$ cat config.mk
export PLATFORM = sky130hd
export DESIGN_NAME = regfile_mp_sb
export DESIGN_NICKNAME = d
export VERILOG_FILES = /design/src/rtl/regfile_mp_sb.sv
export SDC_FILE = /design/constraint.sdc
export NUM_CORES = 2
export LEC_CHECK = 0
export ABC_AREA = 1
export CORE_ASPECT_RATIO = 0.5
export CORE_MARGIN = 4
export CORE_UTILIZATION = 45
export CTS_CLUSTER_SIZE = 25
export DETAILED_ROUTE_END_ITERATION = 16
export GPL_ROUTABILITY_DRIVEN = 0
export SLEW_MARGIN = 20
export SYNTH_ARGS = -nofsm -noshare
export SYNTH_HDL_FRONTEND = slang
export SYNTH_SLANG_ARGS = --single-unit
$ cat constraint.sdc
create_clock -name clk -period 6.9 [get_ports clk]
set_input_delay 1.035 -clock clk [delete_from_list [all_inputs] [get_ports clk]]
set_output_delay 1.035 -clock clk [all_outputs]
set_load 0.05 [all_outputs]
$ cat src/rtl/regfile_mp_sb.sv
// regfile_mp_sb
//   Multi-port register file with a per-register pending (busy) scoreboard.
//   Sits between issue and writeback: NR combinational read ports feed operand
//   fetch, NW write ports retire results, and the busy bits flag registers
//   whose producer has issued but not yet written back.
//
//   Optional feature macro: REGFILE_BYPASS_EN
//     defined   : write-through forwarding from the write ports to the read
//                 ports in the same cycle (combinational we/wdata -> rdata).
//     undefined : reads reflect stored state only.
//
// Parameters
//   DW        data width
//   AW        address width, depth = 2**AW
//   NR        number of read ports  (>= 1)
//   NW        number of write ports (>= 1)
//   ZERO_REG  1: register 0 reads 0, ignores writes and issue, never busy
//
// Ports
//   clk       clock, all state updates on the rising edge
//   rst       synchronous reset, active-low
//   raddr     NR*AW  read addresses, port i = raddr[i*AW +: AW]
//   rdata     NR*DW  read data,     port i = rdata[i*DW +: DW]
//   rbusy     NR     busy bit of the register addressed by read port i
//   we        NW     write enables
//   waddr     NW*AW  write addresses, port j = waddr[j*AW +: AW]
//   wdata     NW*DW  write data,      port j = wdata[j*DW +: DW]
//   iss_vld   1      issue strobe: mark iss_addr pending
//   iss_addr  AW     destination register of the issued instruction

module regfile_mp_sb #(
    parameter int DW       = 32,
    parameter int AW       = 5,
    parameter int NR       = 2,
    parameter int NW       = 2,
    parameter int ZERO_REG = 1
) (
    input  logic             clk,
    input  logic             rst,
    input  logic [NR*AW-1:0] raddr,
    output logic [NR*DW-1:0] rdata,
    output logic [NR-1:0]    rbusy,
    input  logic [NW-1:0]    we,
    input  logic [NW*AW-1:0] waddr,
    input  logic [NW*DW-1:0] wdata,
    input  logic             iss_vld,
    input  logic [AW-1:0]    iss_addr
);

    localparam int DEPTH = 1 << AW;

    // Registers that are hard-wired and must never take a write or issue.
    localparam logic [DEPTH-1:0] HARD_MASK =
        {{(DEPTH-1){1'b0}}, (ZERO_REG != 0)};

    logic [DW-1:0]    mem    [DEPTH];
    logic [DEPTH-1:0] busy;

    logic [DEPTH-1:0] wr_hit;
    logic [DW-1:0]    wr_val [DEPTH];
    logic [DEPTH-1:0] iss_hit;

    // Write / issue address decode. Ports are scanned in ascending order so
    // the highest-index port that hits a register supplies its data.
    always_comb begin
        wr_hit  = '0;
        iss_hit = '0;
        for (int r = 0; r < DEPTH; r++) begin
            wr_val[r] = '0;
            for (int j = 0; j < NW; j++) begin
                if (we[j] && (waddr[j*AW +: AW] == AW'(r))) begin
                    wr_hit[r] = 1'b1;
                    wr_val[r] = wdata[j*DW +: DW];
                end
            end
            iss_hit[r] = iss_vld && (iss_addr == AW'(r));
        end
    end

    // Storage and scoreboard. A same-edge issue beats a write-back clear:
    // the newly issued instruction is the outstanding producer.
    always_ff @(posedge clk) begin
        if (!rst) begin
            busy <= '0;
            for (int r = 0; r < DEPTH; r++) begin
                mem[r] <= '0;
            end
        end else begin
            for (int r = 0; r < DEPTH; r++) begin
                if (!HARD_MASK[r]) begin
                    if (wr_hit[r]) begin
                        mem[r] <= wr_val[r];
                    end
                    if (iss_hit[r]) begin
                        busy[r] <= 1'b1;
                    end else if (wr_hit[r]) begin
                        busy[r] <= 1'b0;
                    end
                end
            end
        end
    end

    // Read ports, 0-cycle latency.
    always_comb begin
        logic [AW-1:0] ra;
        rdata = '0;
        rbusy = '0;
        ra    = '0;
        for (int i = 0; i < NR; i++) begin
            ra                = raddr[i*AW +: AW];
            rdata[i*DW +: DW] = mem[ra];
            rbusy[i]          = busy[ra];
`ifdef REGFILE_BYPASS_EN
            // Forward the in-flight write; the register is only still
            // pending if a new producer issues to it in this same cycle.
            for (int j = 0; j < NW; j++) begin
                if (we[j] && (waddr[j*AW +: AW] == ra)) begin
                    rdata[i*DW +: DW] = wdata[j*DW +: DW];
                    rbusy[i]          = iss_vld && (iss_addr == ra);
                end
            end
`endif
            if ((ZERO_REG != 0) && (ra == '0)) begin
                rdata[i*DW +: DW] = '0;
                rbusy[i]          = 1'b0;
            end
        end
    end

endmodule
Yosys cells after proc, flatten, opt, wreduce, memory -nomap -nowiden. Memories as Yosys holds them, arrays and structs flattened. Cells that the tools add are included.

Input bits: 94. Memories kept: 1. Output and inout port bits: 66. Register bits: 31. Memory bits (writable): 1024. Word-level logic and storage cells: 603.

Bitwise operators: 31. Eq/ne operators: 93. Reductions and logical operators: 126. Muxes and demuxes: 319. Order comparisons: 2.

Memories: mem (words 32, width 32, read ports 2, clocked after Yosys merged registers in 0, write ports 32, line 56) `logic [DW-1:0] mem [DEPTH];`.

Operator list (count): 32-bit two-way mux (95); 5-bit equality test (second input constant) (48); 1-bit two-way mux (222); 5-bit by 4-bit equality test with 1-bit output (second input constant) (24); 1-bit logical AND (93); 2-bit nonzero test (31); 5-bit by 3-bit equality test with 1-bit output (second input constant) (12); 1-bit OR (31); 5-bit by 2-bit equality test with 1-bit output (second input constant) (6); 5-bit by 1-bit equality test with 1-bit output (second input constant) (3); 5-bit by 6-bit < comparator with 1-bit output (second input constant) (2); 1-bit binary-select mux with 5-bit select (2); 5-bit logical NOT (2).

Longest topological paths before layout.
Depth in word-level cells: 8. Depth in mapped cells: 12.

Worst setup path before layout. Ideal clock, no wire load.

Path type: input -> output. Start: input port raddr[0]. End: output port rdata[27]. Cell stages on the path: 11. Data arrival time: 2.447 ns. Setup slack: 3.418 ns. Cells stage by stage: buf_2 inv_1 buf_2 buf_2 buf_2 nand2_1 nand3_1 nand3_1 nand3_1 nand3_1 nand2_1.

Cells in the longest elaborated chain, start to end: 2. Elaborated cells between the ends (all ways): 3.

Ends and longest elaborated chain: from (decl) (line 40) `input logic [NR*AW-1:0] raddr,`; memory read 32 x 32 bit / 5-bit logical NOT (equally long branches); 32-bit two-way mux (*) (line 124) `if ((ZERO_REG != 0) && (ra == '0)) begin`; to (decl) (line 41) `output logic [NR*DW-1:0] rdata,`.

Every way passes the cells marked *; elsewhere a longest branch is shown, timed or not.

Worst setup path after layout.
Start: input port raddr[1]. End: output port rdata[2].

The elaborated chain is that of the path after synthesis.

==> flow_results.xml <==
<?xml version="1.0" encoding="UTF-8"?>
<metrics>
  <group name="status">
    <metric name="run_status" unit="">complete, no violations</metric>
  </group>
  <group name="place">
    <metric name="port_buffers" unit="">159</metric>
    <metric name="place_hpwl" unit="um">173000</metric>
    <metric name="detailed_place.area" unit="um^2">69600</metric>
    <metric name="dpl.cell_count" unit="">10600</metric>
    <metric name="preCtsSetupSlack" unit="ns">1.81</metric>
  </group>
  <group name="die">
    <metric name="num_io_pins" unit="">160</metric>
    <metric name="core.rowCount" unit="">99</metric>
    <metric name="die_x" unit="um">554</metric>
    <metric name="start_util" unit="">0.456</metric>
    <metric name="chip_height" unit="um">281</metric>
    <metric name="die_area" unit="um^2">156000</metric>
    <metric name="core" unit="um^2">147000</metric>
  </group>
  <group name="logic_synthesis">
    <metric name="synth_cell_types" unit="">26</metric>
    <metric name="synthesized_nets" unit="">9233</metric>
    <metric name="syn-instance-count" unit="">9139</metric>
    <metric name="synth.avg_cell_area" unit="um^2">7.33</metric>
    <metric name="synth_top_cell_area_share" unit="">0.444</metric>
    <metric name="post_synth_main_area_contributors" unit="">sky130_fd_sc_hd__edfxtp_1 (44%), sky130_fd_sc_hd__nand2_1 (14%), sky130_fd_sc_hd__nand3_1 (13%), sky130_fd_sc_hd__a211oi_1 (7.0%), sky130_fd_sc_hd__nor2_1 (4.4%)</metric>
    <metric name="ys_seq_elements" unit="">1023</metric>
    <metric name="synth.yosys.warnings" unit="">0</metric>
    <metric name="mappedNetlistArea" unit="um^2">67000</metric>
    <metric name="ys_seq_area_frac" unit="">0.454</metric>
    <metric name="biggest_area_consumer_among_synthesized_cells" unit="">sky130_fd_sc_hd__edfxtp_1</metric>
  </group>
  <group name="clock_tree">
    <metric name="postCtsHoldBufs" unit="">0</metric>
    <metric name="cts.repair_timing.setup_buffer_count" unit="">0</metric>
    <metric name="cts_resized" unit="">0</metric>
    <metric name="cts_buf_count" unit="">104</metric>
    <metric name="tritoncts" unit="">yes</metric>
    <metric name="cts.sinks" unit="">1023</metric>
    <metric name="cts-root-to-sink-buffers" unit="">3</metric>
    <metric name="clock_tree.root_cell" unit="">sky130_fd_sc_hd__clkbuf_16</metric>
    <metric name="path_clk_slew" unit="ns">0.06</metric>
    <metric name="clkLatencyLatePin" unit="ns">0.73</metric>
    <metric name="cts_htree_levels" unit="">3</metric>
  </group>
  <group name="timing">
    <metric name="final.hold.worst_slack" unit="ns">0.486</metric>
    <metric name="timing.final.ws_setup" unit="ns">1.53</metric>
    <metric name="setup_violation_total_in_the_final_timing_report" unit="">0</metric>
    <metric name="tns" unit="ns">0</metric>
    <metric name="worst_clock_skew" unit="ns">0</metric>
    <metric name="period_minus_slack" unit="ns">5.37</metric>
    <metric name="rsz_0062_raised_after_global_routing" unit="">false</metric>
    <metric name="fin_crit_sh" unit="">0.779</metric>
    <metric name="worstMarginPinSlew" unit="ns">1.22</metric>
    <metric name="maxSlewHeadroom" unit="">0.184</metric>
    <metric name="fmax" unit="MHz">186</metric>
    <metric name="final-max-slew-violation-count" unit="">0</metric>
    <metric name="final_hold_violation_count" unit="">0</metric>
  </group>
  <group name="drt">
    <metric name="antenna_left" unit="">0</metric>
    <metric name="vias_per_cell" unit="">6.53</metric>
    <metric name="route.detailed.wl_per_inst" unit="um">29.9</metric>
    <metric name="drc" unit="">0</metric>
    <metric name="vias" unit="">70300</metric>
    <metric name="drt_iter0_drc" unit="">12900</metric>
    <metric name="drt-pass1-iter-count" unit="">10</metric>
    <metric name="drt_wl_total" unit="um">322000</metric>
  </group>
  <group name="global_route">
    <metric name="initial_antenna_violation_count" unit="">19</metric>
    <metric name="globalRoute.totalOverflow" unit="">0</metric>
    <metric name="gr-usage-all-layers" unit="">0.398</metric>
    <metric name="grt_max_degree" unit="">163</metric>
    <metric name="first_pass_grt_wire_length" unit="um">453000</metric>
    <metric name="globalRouteMet1Util" unit="">0.539</metric>
    <metric name="grt_util_met3" unit="">0.147</metric>
    <metric name="groute.layer.met2.usage" unit="">0.554</metric>
    <metric name="highest_utilization_routing_layer_at_the_global_route_stage" unit="">met2</metric>
    <metric name="vias_in_the_first_global_route" unit="">63900</metric>
  </group>
  <group name="setup_path">
    <metric name="crit_arrival" unit="ns">4.34</metric>
    <metric name="path_cells" unit="">buf_8 -&gt; buf_4 -&gt; nand3_1 -&gt; nand3_1 -&gt; nand3_1 -&gt; nand2_1 -&gt; nand2_1 -&gt; nand2_1 -&gt; clkdlybuf4s50_1</metric>
    <metric name="timing.critical_path.fanout_max" unit="">69</metric>
    <metric name="timing.critical_path.from_type" unit="">primary input</metric>
    <metric name="critical_path.endpoint_type" unit="">output port</metric>
    <metric name="timing.setup.critical_path_class" unit="">in2out</metric>
    <metric name="r2r_cells" unit="">2</metric>
    <metric name="worst_path_max_delay_cell" unit="">sky130_fd_sc_hd__clkdlybuf4s50_1</metric>
    <metric name="worst_path_largest_cell_delay" unit="ns">0.91</metric>
    <metric name="cp_data_required_time" unit="ns">5.86</metric>
  </group>
  <group name="final_layout">
    <metric name="stdcell_count" unit="">10800</metric>
    <metric name="final_design_area_no_fill" unit="um^2">73100</metric>
    <metric name="drive_gt1_frac" unit="">0.0579</metric>
    <metric name="final.fill_count" unit="">14300</metric>
    <metric name="synth_to_final_area_change" unit="%">9.02</metric>
    <metric name="nets" unit="">8786</metric>
  </group>
  <group name="job">
    <metric name="drv_cap" unit="">0</metric>
  </group>
  <group name="pwr">
    <metric name="leakage" unit="nW">29.0</metric>
    <metric name="pwr_density_cell" unit="nW/um^2">225</metric>
    <metric name="vdd.ir_drop.worst" unit="uV">175</metric>
  </group>
  <group name="hold_path">
    <metric name="worst_hold_path_type" unit="">reg2reg</metric>
    <metric name="holdPathStages" unit="">2</metric>
  </group>
</metrics>
-- cells in the final DEF, fill, tap and decap left out, types with 18 or more instances in the layout --
| cell type | instances |
|---|---|
| sky130_fd_sc_hd__clkinv_2 | 22 |
| sky130_fd_sc_hd__o22ai_1 | 22 |
| sky130_fd_sc_hd__o21ai_0 | 364 |
| sky130_fd_sc_hd__clkdlybuf4s50_1 | 114 |
| sky130_fd_sc_hd__inv_1 | 642 |
| sky130_fd_sc_hd__clkbuf_16 | 110 |
| sky130_fd_sc_hd__nand3_1 | 1685 |
| sky130_fd_sc_hd__nand2_2 | 42 |
| sky130_fd_sc_hd__clkinv_1 | 57 |
| sky130_fd_sc_hd__a21oi_1 | 562 |
| sky130_fd_sc_hd__a211oi_1 | 623 |
| sky130_fd_sc_hd__buf_4 | 196 |
| sky130_fd_sc_hd__edfxtp_1 | 992 |
| sky130_fd_sc_hd__nand2_1 | 2366 |
| sky130_fd_sc_hd__nor2_1 | 774 |
| sky130_fd_sc_hd__dfxtp_1 | 31 |
| sky130_fd_sc_hd__clkbuf_1 | 21 |
| sky130_fd_sc_hd__buf_12 | 30 |
| sky130_fd_sc_hd__inv_2 | 18 |
-- cells in the mapped netlist (all sizes together) --
| cell | number |
|---|---|
| dfxtp | 31 |
| a21oi | 562 |
| inv | 667 |
| nand4 | 2 |
| o31ai | 9 |
| a211oi | 623 |
| nand3b | 4 |
| nor3 | 7 |
| o22ai | 22 |
| nand3 | 1703 |
| o21ai | 367 |
| buf | 402 |
| nor2 | 786 |
| nand2 | 2421 |
| edfxtp | 992 |
| clkbuf | 503 |
| clkinv | 38 |
-- path summary, 6_finish.rpt --
kind	start	endpoint	slack (ns)
worst max register to register	busy[31]	busy[31]	6.19
worst min register to register	busy[7]	busy[7]	0.49
worst min-delay path	busy[7]	busy[7]	0.49
worst max-delay path	raddr[1]	rdata[2]	1.53
-- kinds of logic after synthesis --
| kind of cell | synth area share |
|---|---|
| buf+inv | 0.0949 |
| compound gates | 0.142 |
| flops | 0.454 |
| simple gates | 0.309 |
-- state kept, by name (all words and copies together), names as in the netlist --
signal / flops
busy: 31
mem: 992
-- critical path, delay by kind of cell --
| family | cells | cell delay (ns) |
|---|---|---|
| buffers and inverters | 3 | 2.21 |
| and+or+nand+nor | 6 | 0.94 |
-- final cells by class --
type	count	area (um^2)	area share
multi-input combinational	6506	30700	0.420
antenna	12	30.0	0.000411
clock buffer	132	2850	0.0389
timing repair buffer	352	3340	0.0457
clock inverter	61	611	0.00836
sequential	1023	30400	0.416
tap	1969	2460	0.0337
inverter	705	2690	0.0368
-- report_power, final --
group          internal [mW]  switching, mW  leakage [nW]
Sequential              7.19          0.157          9.75
Clock                   3.36           2.76          1.69
Combinational          0.696           2.27          17.5
-- layer usage --
metal  wire length (um)  up-vias
met5                213        -
met4              19000       20
met3              56400     1272
met2             128000     6511
met1             119000    32300
li1                   -    30100
-- per-stage QoR --
stage | utilization | power [mW]
floorplan | - | 9.11
global placement | 0.474 | 10.3
detailed placement | 0.474 | 10.3
CTS | 0.497 | 16.2
global route | 0.497 | 16.8
finish | 0.497 | 16.4
No activity file was read; power rests on OpenSTA's default activity.
